$ cat config.mk
export PLATFORM = sky130hd
export DESIGN_NAME = branch_tracker
export DESIGN_NICKNAME = d
export VERILOG_FILES = /design/src/rtl/branch_tracker_pkg.sv /design/src/rtl/branch_tracker.sv
export SDC_FILE = /design/constraint.sdc
export NUM_CORES = 2
export LEC_CHECK = 0
export ABC_CLOCK_PERIOD_IN_PS = 57300
export CAP_MARGIN = 20
export CORE_ASPECT_RATIO = 1.5
export CORE_MARGIN = 4
export CORE_UTILIZATION = 25
export CTS_CLUSTER_SIZE = 8
export DETAILED_ROUTE_END_ITERATION = 16
export GPL_ROUTABILITY_DRIVEN = 0
export PLACE_DENSITY = 0.49
export SETUP_SLACK_MARGIN = 0.4
export SLEW_MARGIN = 15
export SYNTH_ARGS = -nofsm -noshare
export SYNTH_HDL_FRONTEND = slang
export SYNTH_SLANG_ARGS = --single-unit
$ cat constraint.sdc
create_clock -name clk_in -period 57.3 [get_ports clk_in]
set_input_delay 8.595 -clock clk_in [delete_from_list [all_inputs] [get_ports clk_in]]
set_output_delay 8.595 -clock clk_in [all_outputs]
set_load 0.005 [all_outputs]
$ cat src/rtl/branch_tracker_pkg.sv
// ---------------------------------------------------------------------------
// branch_tracker_pkg
//   Shared sizing constants and entry layout for the in-order branch tracker.
//   BT_DEPTH / BT_TAG_W are the values the fetcher and branch ALU use for
//   their tag fields, so all three agree on tag width.
//   Helpers compute the architecturally correct next PC of a retiring branch
//   and whether the predictor got it wrong.
// ---------------------------------------------------------------------------
package branch_tracker_pkg;

  localparam int BT_DEPTH = 8;
  localparam int BT_TAG_W = 3;

  // One in-flight branch. Only pred_pc[31:1] is kept because bit 0 of the
  // predicted PC never takes part in the mispredict comparison.
  typedef struct packed {
    logic [31:0] pc;
    logic        len4;
    logic [30:0] pred_hi;
    logic        resolved;
    logic        taken;
    logic [31:0] target;
  } bt_entry_t;

  // Correct next PC: taken target, or fall-through past a 4- or 2-byte
  // instruction. 32-bit wrap is intended.
  function automatic logic [31:0] bt_actual_next(input bt_entry_t e);
    logic [31:0] step;
    step = e.len4 ? 32'd4 : 32'd2;
    return e.taken ? e.target : (e.pc + step);
  endfunction

  // Mispredict when the halfword-aligned next PC differs from the prediction.
  function automatic logic bt_mispredict(input bt_entry_t e);
    logic [31:0] actual;
    actual = bt_actual_next(e);
    return (actual[31:1] != e.pred_hi);
  endfunction

endpackage

$ cat src/rtl/branch_tracker.sv
// ---------------------------------------------------------------------------
// branch_tracker
//   In-order tracker for conditional branches between fetch and commit.
//   Entries are allocated at the tail in program order, resolved out of
//   order by tag from the branch ALU, and retired from the head once
//   resolved. Each retirement emits a predictor update pulse; a wrong
//   prediction additionally emits a redirect and empties the buffer.
//
// Ports
//   clk_in, rst_in         clock, asynchronous active-high reset
//   rdy_in                 global ready; low freezes all state
//   alloc_valid/pc/len4/pred_pc   branch issued by the fetcher
//   alloc_tag              tag granted to the current alloc (tail pointer)
//   full                   no free entry (from registered count)
//   res_valid/tag/taken/target    resolution from the branch ALU
//   upd_valid, upd_pc      registered predictor update {pc[31:1], taken}
//   flush_valid, flush_pc  registered misprediction redirect
// ---------------------------------------------------------------------------
module branch_tracker
  import branch_tracker_pkg::*;
#(
  parameter int DEPTH = BT_DEPTH,
  parameter int TAG_W = BT_TAG_W
) (
  input  logic             clk_in,
  input  logic             rst_in,
  input  logic             rdy_in,
  input  logic             alloc_valid,
  input  logic [31:0]      alloc_pc,
  input  logic             alloc_len4,
  input  logic [31:0]      alloc_pred_pc,
  output logic [TAG_W-1:0] alloc_tag,
  output logic             full,
  input  logic             res_valid,
  input  logic [TAG_W-1:0] res_tag,
  input  logic             res_taken,
  input  logic [31:0]      res_target,
  output logic             upd_valid,
  output logic [31:0]      upd_pc,
  output logic             flush_valid,
  output logic [31:0]      flush_pc
);

  localparam logic [TAG_W:0] DEPTH_CNT = (TAG_W + 1)'(DEPTH);

  bt_entry_t        entry_q [DEPTH];
  bt_entry_t        entry_d [DEPTH];
  logic [TAG_W-1:0] head_q, head_d;
  logic [TAG_W-1:0] tail_q, tail_d;
  logic [TAG_W:0]   count_q, count_d;

  logic             upd_valid_q, upd_valid_d;
  logic [31:0]      upd_pc_q, upd_pc_d;
  logic             flush_valid_q, flush_valid_d;
  logic [31:0]      flush_pc_q, flush_pc_d;

  bt_entry_t        head_entry_s;
  logic [31:0]      actual_next_s;
  logic             full_s;
  logic             commit_s;
  logic             flush_s;
  logic             alloc_s;
  logic             resolve_s;
  logic [TAG_W-1:0] res_off_s;

  // Bit 0 of the predicted PC is deliberately not stored.
  logic             unused_pred_lsb_s;
  assign unused_pred_lsb_s = alloc_pred_pc[0];

  assign full_s      = (count_q == DEPTH_CNT);
  assign full        = full_s;
  assign alloc_tag   = tail_q;
  assign upd_valid   = upd_valid_q;
  assign upd_pc      = upd_pc_q;
  assign flush_valid = flush_valid_q;
  assign flush_pc    = flush_pc_q;

  // Event decode: commit/flush from registered head state, gated alloc and resolve.
  always_comb begin
    head_entry_s  = entry_q[head_q];
    actual_next_s = bt_actual_next(head_entry_s);
    // Commit only looks at the registered resolved bit, so a resolve to the
    // head retires one cycle later.
    commit_s      = rdy_in && (count_q != '0) && head_entry_s.resolved;
    flush_s       = commit_s && bt_mispredict(head_entry_s);
    // A flushing commit drops the alloc presented in the same cycle.
    alloc_s       = rdy_in && alloc_valid && !full_s && !flush_s;
    // A tag is live when its distance from head (mod DEPTH) is below count;
    // stale or flushed tags fall outside that window and are ignored.
    res_off_s     = res_tag - head_q;
    resolve_s     = rdy_in && res_valid && ({1'b0, res_off_s} < count_q);
  end

  // Next-state for entries, pointers, count and registered pulse outputs.
  always_comb begin
    entry_d = entry_q;

    // Resolve only touches live slots and alloc only the free tail slot,
    // so these two writes never target the same entry.
    if (resolve_s) begin
      entry_d[res_tag].resolved = 1'b1;
      entry_d[res_tag].taken    = res_taken;
      entry_d[res_tag].target   = res_target;
    end else begin
      entry_d[res_tag] = entry_q[res_tag];
    end

    if (alloc_s) begin
      entry_d[tail_q].pc       = alloc_pc;
      entry_d[tail_q].len4     = alloc_len4;
      entry_d[tail_q].pred_hi  = alloc_pred_pc[31:1];
      entry_d[tail_q].resolved = 1'b0;
      entry_d[tail_q].taken    = 1'b0;
      entry_d[tail_q].target   = 32'h0000_0000;
    end else begin
      entry_d[tail_q] = entry_d[tail_q];
    end

    tail_d = alloc_s ? (tail_q + TAG_W'(1)) : tail_q;

    if (flush_s) begin
      head_d  = tail_q;
      count_d = '0;
    end else begin
      head_d  = head_q + TAG_W'(commit_s);
      count_d = count_q + (TAG_W + 1)'(alloc_s) - (TAG_W + 1)'(commit_s);
    end

    upd_valid_d   = commit_s;
    flush_valid_d = flush_s;
    if (commit_s) begin
      upd_pc_d = {head_entry_s.pc[31:1], head_entry_s.taken};
    end else begin
      upd_pc_d = 32'h0000_0000;
    end
    if (flush_s) begin
      flush_pc_d = {actual_next_s[31:1], 1'b0};
    end else begin
      flush_pc_d = 32'h0000_0000;
    end
  end

  // State and output registers with asynchronous reset.
  always_ff @(posedge clk_in or posedge rst_in) begin
    if (rst_in) begin
      for (int i = 0; i < DEPTH; i++) begin
        entry_q[i] <= '0;
      end
      head_q        <= '0;
      tail_q        <= '0;
      count_q       <= '0;
      upd_valid_q   <= 1'b0;
      upd_pc_q      <= 32'h0000_0000;
      flush_valid_q <= 1'b0;
      flush_pc_q    <= 32'h0000_0000;
    end else begin
      entry_q       <= entry_d;
      head_q        <= head_d;
      tail_q        <= tail_d;
      count_q       <= count_d;
      upd_valid_q   <= upd_valid_d;
      upd_pc_q      <= upd_pc_d;
      flush_valid_q <= flush_valid_d;
      flush_pc_q    <= flush_pc_d;
    end
  end

endmodule

==> impl_metrics.ini <==
[routing]
routedWlPerCell_um = 25.13
drc_errors = 0
drtPass1Iterations = 5
final_antenna_net_count = 0
routed_wl_um = 141000
vias = 28876
drt_iter0_drc = 2310
vias_per_cell = 5.145

[timing]
timing.setup.tns_ns = 0
final.period_utilization_pct = 22.68
rsz0062_at_grt = false
tightest_slew_ns = 1.140
maxSlewViolCount = 0
period_minus_slack_ns = 12.99
hold_violations = 0
timing.hold.ws_ns = 0.4870
slew_headroom_pct = 21.82
timing.fmax_mhz = 76.95
clock-skew-final_ns = 0.02769
setup_viol = 0

[power]
p_int_w = 0.001919
seqPwrFrac_pct = 34.0
p_sw_share_pct = 39.47
leakagePower_nw = 19.34
total_power_w = 0.003170
ir_drop_uv = 45.43
p_sw_w = 0.001251
comb_power_share_pct = 46.9
clockPowerShare_pct = 19.2
power_density_nw_per_um2 = 64.94

[synthesis]
syn_nets = 3383
seq_area_frac_synth_pct = 50.42
synth-seq-cells = 843
synth.distinct_cells = 84
synth.largest_area_cell = dfrtp_1
synth.area.top_cells = dfrtp_1 (50%), mux2_2 (14%), mux4_2 (10%), a211oi_1 (5.1%), nor2_1 (3.6%)
synth.top_cell.area_share_pct = 50.42
synth_edf_count = 0
yosys_warnings = 0
async_flop_share_pct = 100.0
syn_area_per_cell_sq_um = 12.83
post_synth_inst_count = 3260
synth_area_sq_um = 41840
synthFlopType = dfrtp_1

[finish]
layout-drive-gt1-share_pct = 28.81
final_nets = 3495
design_area_sq_um = 48820
area_growth_syn_to_layout_pct = 16.69
nFillCells = 16868

[critical_path]
critical_path.endpoint = entry_q[67]$_DFF_PP0_
worstPathRequired_ns = 58.03
crit_path_start = rst_in
regToRegEndpoint = entry_q[734]$_DFF_PP0_
cp_max_fo = 163
worstSetupPathType = in -> async
reg2reg_depth = 17
arrival_ns = 13.72
r2r-start = head_q[1]$_DFF_PP0_
r2r_slack_ns = 48.44
end_kind = asynchronous set/reset pin
critPathLaunchType = input port

[floorplanning]
start_util_pct = 25.20
core_sq_um = 166000
die_h_um = 509.0
pin_count = 176
rows = 183
dieArea_sq_um = 174100
die_w_um = 342.0

[run]
maxCapViolCount = 0

[grt]
grt_max_degree = 173
grt_pass1_wl_um = 208100
antenna_found_initial = 34
grt_pass1_vias = 29709
grt.overflow.total = 0
grt_use_total_pct = 16.03

[clocking]
post_cts_resized = 0
cts_root_buffer = clkbuf_16
cts.clk_slew.worst_paths_ns = 0.05
tritoncts = built
cts.sinks = 843
cts_max_path_buffers = 3
cts_made_buffers = 115
clk_latency_ns = 0.70
cts_hold_buf = 0
cts_setup_buffers = 0
htree_levels = 3

[placed_design]
dpl-instance-area_sq_um = 45730
dpl.hpwl_um = 85270
io_buffer_count = 171

[outcome]
outcome = completed

[min_path]
min_path_type = reg -> reg
-- placed cells by master (no fill, tap or decap), types with 5 or more instances in the layout --
cell type	n
nand2_1	69
clkbuf_16	117
xor2_1	27
diode_2	11
nand3_1	23
mux4_2	192
or3_1	12
clkdlybuf4s50_1	171
nand2b_1	15
buf_4	77
inv_1	24
mux2_2	502
or4_1	38
buf_12	5
nor4_1	12
ha_1	14
o21ai_0	15
xnor2_1	39
nor3_2	6
nor3_1	24
o31ai_4	8
and2_1	15
a31oi_1	8
a211oi_1	282
nand4_1	16
a21oi_1	57
nand3b_1	7
nor2b_1	5
mux2i_1	87
o22ai_1	132
or2_2	7
a22oi_1	11
mux2_4	21
nor2_1	397
dfrtp_1	840
-- worst min-delay path by stage --
| stage | from | to | slack (ns) | cells past startpoint |
|---|---|---|---|---|
| floorplan | entry_q[177]$_DFF_PP0_ | entry_q[177]$_DFF_PP0_ | 0.45 | 1 |
| CTS | entry_q[467]$_DFF_PP0_ | entry_q[467]$_DFF_PP0_ | 0.49 | 1 |
| finish | entry_q[467]$_DFF_PP0_ | entry_q[467]$_DFF_PP0_ | 0.49 | 1 |
| global route | entry_q[258]$_DFF_PP0_ | entry_q[258]$_DFF_PP0_ | 0.50 | 1 |
| global placement | entry_q[177]$_DFF_PP0_ | entry_q[177]$_DFF_PP0_ | 0.47 | 1 |
| detailed placement | entry_q[467]$_DFF_PP0_ | entry_q[467]$_DFF_PP0_ | 0.48 | 1 |
-- kinds of logic (layout without fill, tap and decap cells) --
| kind of cell | count (synthesis) | count (layout) | synth area share [%] |
|---|---|---|---|
| AO/OA/AOI/OAI | 563 | 563 | 9.648 |
| XOR/XNOR | 68 | 68 | 1.489 |
| other | 1 | 12 | 0.008964 |
| AND/OR/NAND/NOR | 673 | 673 | 7.498 |
| flip-flops | 843 | 843 | 50.42 |
| buffers and inverters | 288 | 409 | 3.550 |
| adder cells (fa/ha/maj) | 17 | 17 | 0.5623 |
| multiplexers | 807 | 807 | 26.82 |
-- Yosys cell counts (5+ instances only) --
master    count
dfrtp_1     843
mux2_2      502
nor2_1      398
a211oi_1    282
mux4_2      192
o22ai_1     132
clkbuf_1    111
mux2i_1      89
nand2_1      69
buf_2        64
a21oi_1      57
buf_4        42
xnor2_1      39
or4_1        38
xor2_1       27
nor3_1       26
buf_1        25
inv_1        25
nand3_1      23
mux2_4       21
nand4_1      16
and2_1       15
nand2b_1     15
o21ai_0      15
buf_6        14
ha_1         14
nor4_1       12
or3_1        12
a22oi_1      11
a31oi_1       8
o31ai_4       8
nand3b_1      7
or2_2         7
and3_1        6
nor2b_1       5
-- power groups by stage --
stage | registers [W] | logic [W] | clock network (W)
after global routing | 0.00111 | 0.00160 | 0.000648
after global placement | 0.00108 | 0.00147 | 0
final | 0.00108 | 0.00149 | 0.000608
after CTS | 0.00108 | 0.00149 | 0.000624
after floorplan | 0.00101 | 0.00104 | 0
after detailed placement | 0.00108 | 0.00148 | 0
-- per-stage QoR --
stage | instances | utilization [%] | setup slack, ns
floorplan | 3260 | - | 25.02
global placement | 5472 | 27.54 | 43.02
finish | 5612 | 29.41 | 44.31
detailed placement | 5473 | 27.55 | 42.93
global route | 5602 | 29.39 | 43.56
CTS | 5599 | 29.37 | 43.71
-- area by class of cell --
class | count | area [sq um] | share of cell area [%]
multi-input combinational | 2129 | 19340 | 39.62
tap | 2220 | 2778 | 5.690
sequential | 843 | 21110 | 43.24
clock buffer | 122 | 2957 | 6.057
antenna | 11 | 27.53 | 0.05639
timing repair buffer | 256 | 2436 | 4.990
clock inverter | 4 | 61.31 | 0.1256
inverter | 27 | 108.9 | 0.2230
-- per-layer routing --
metal	vias to the layer above	global-route usage [%]	part of all wire [%]
li1	12452	-	-
met1	15137	21.62	44
met2	1003	25.47	46
met3	264	4.303	7.8
met4	20	4.303	2.6
met5	-	0	0.095
-- state kept, by name (all words and copies together) (netlist names) --
signal and cells:
flush_valid 1, upd_valid 1, upd_pc 32, alloc_tag 3, flush_pc 31, head_q 3, entry_q 768, count_q 4
-- critical path, stage by stage --
cell and delay, ns:
clkdlybuf4s50_1 0.53, inv_8 0.53, buf_4 0.68, buf_4 0.74, buf_12 0.62, buf_4 0.89, buf_6 0.70
Power figures use the tool's default switching activity.
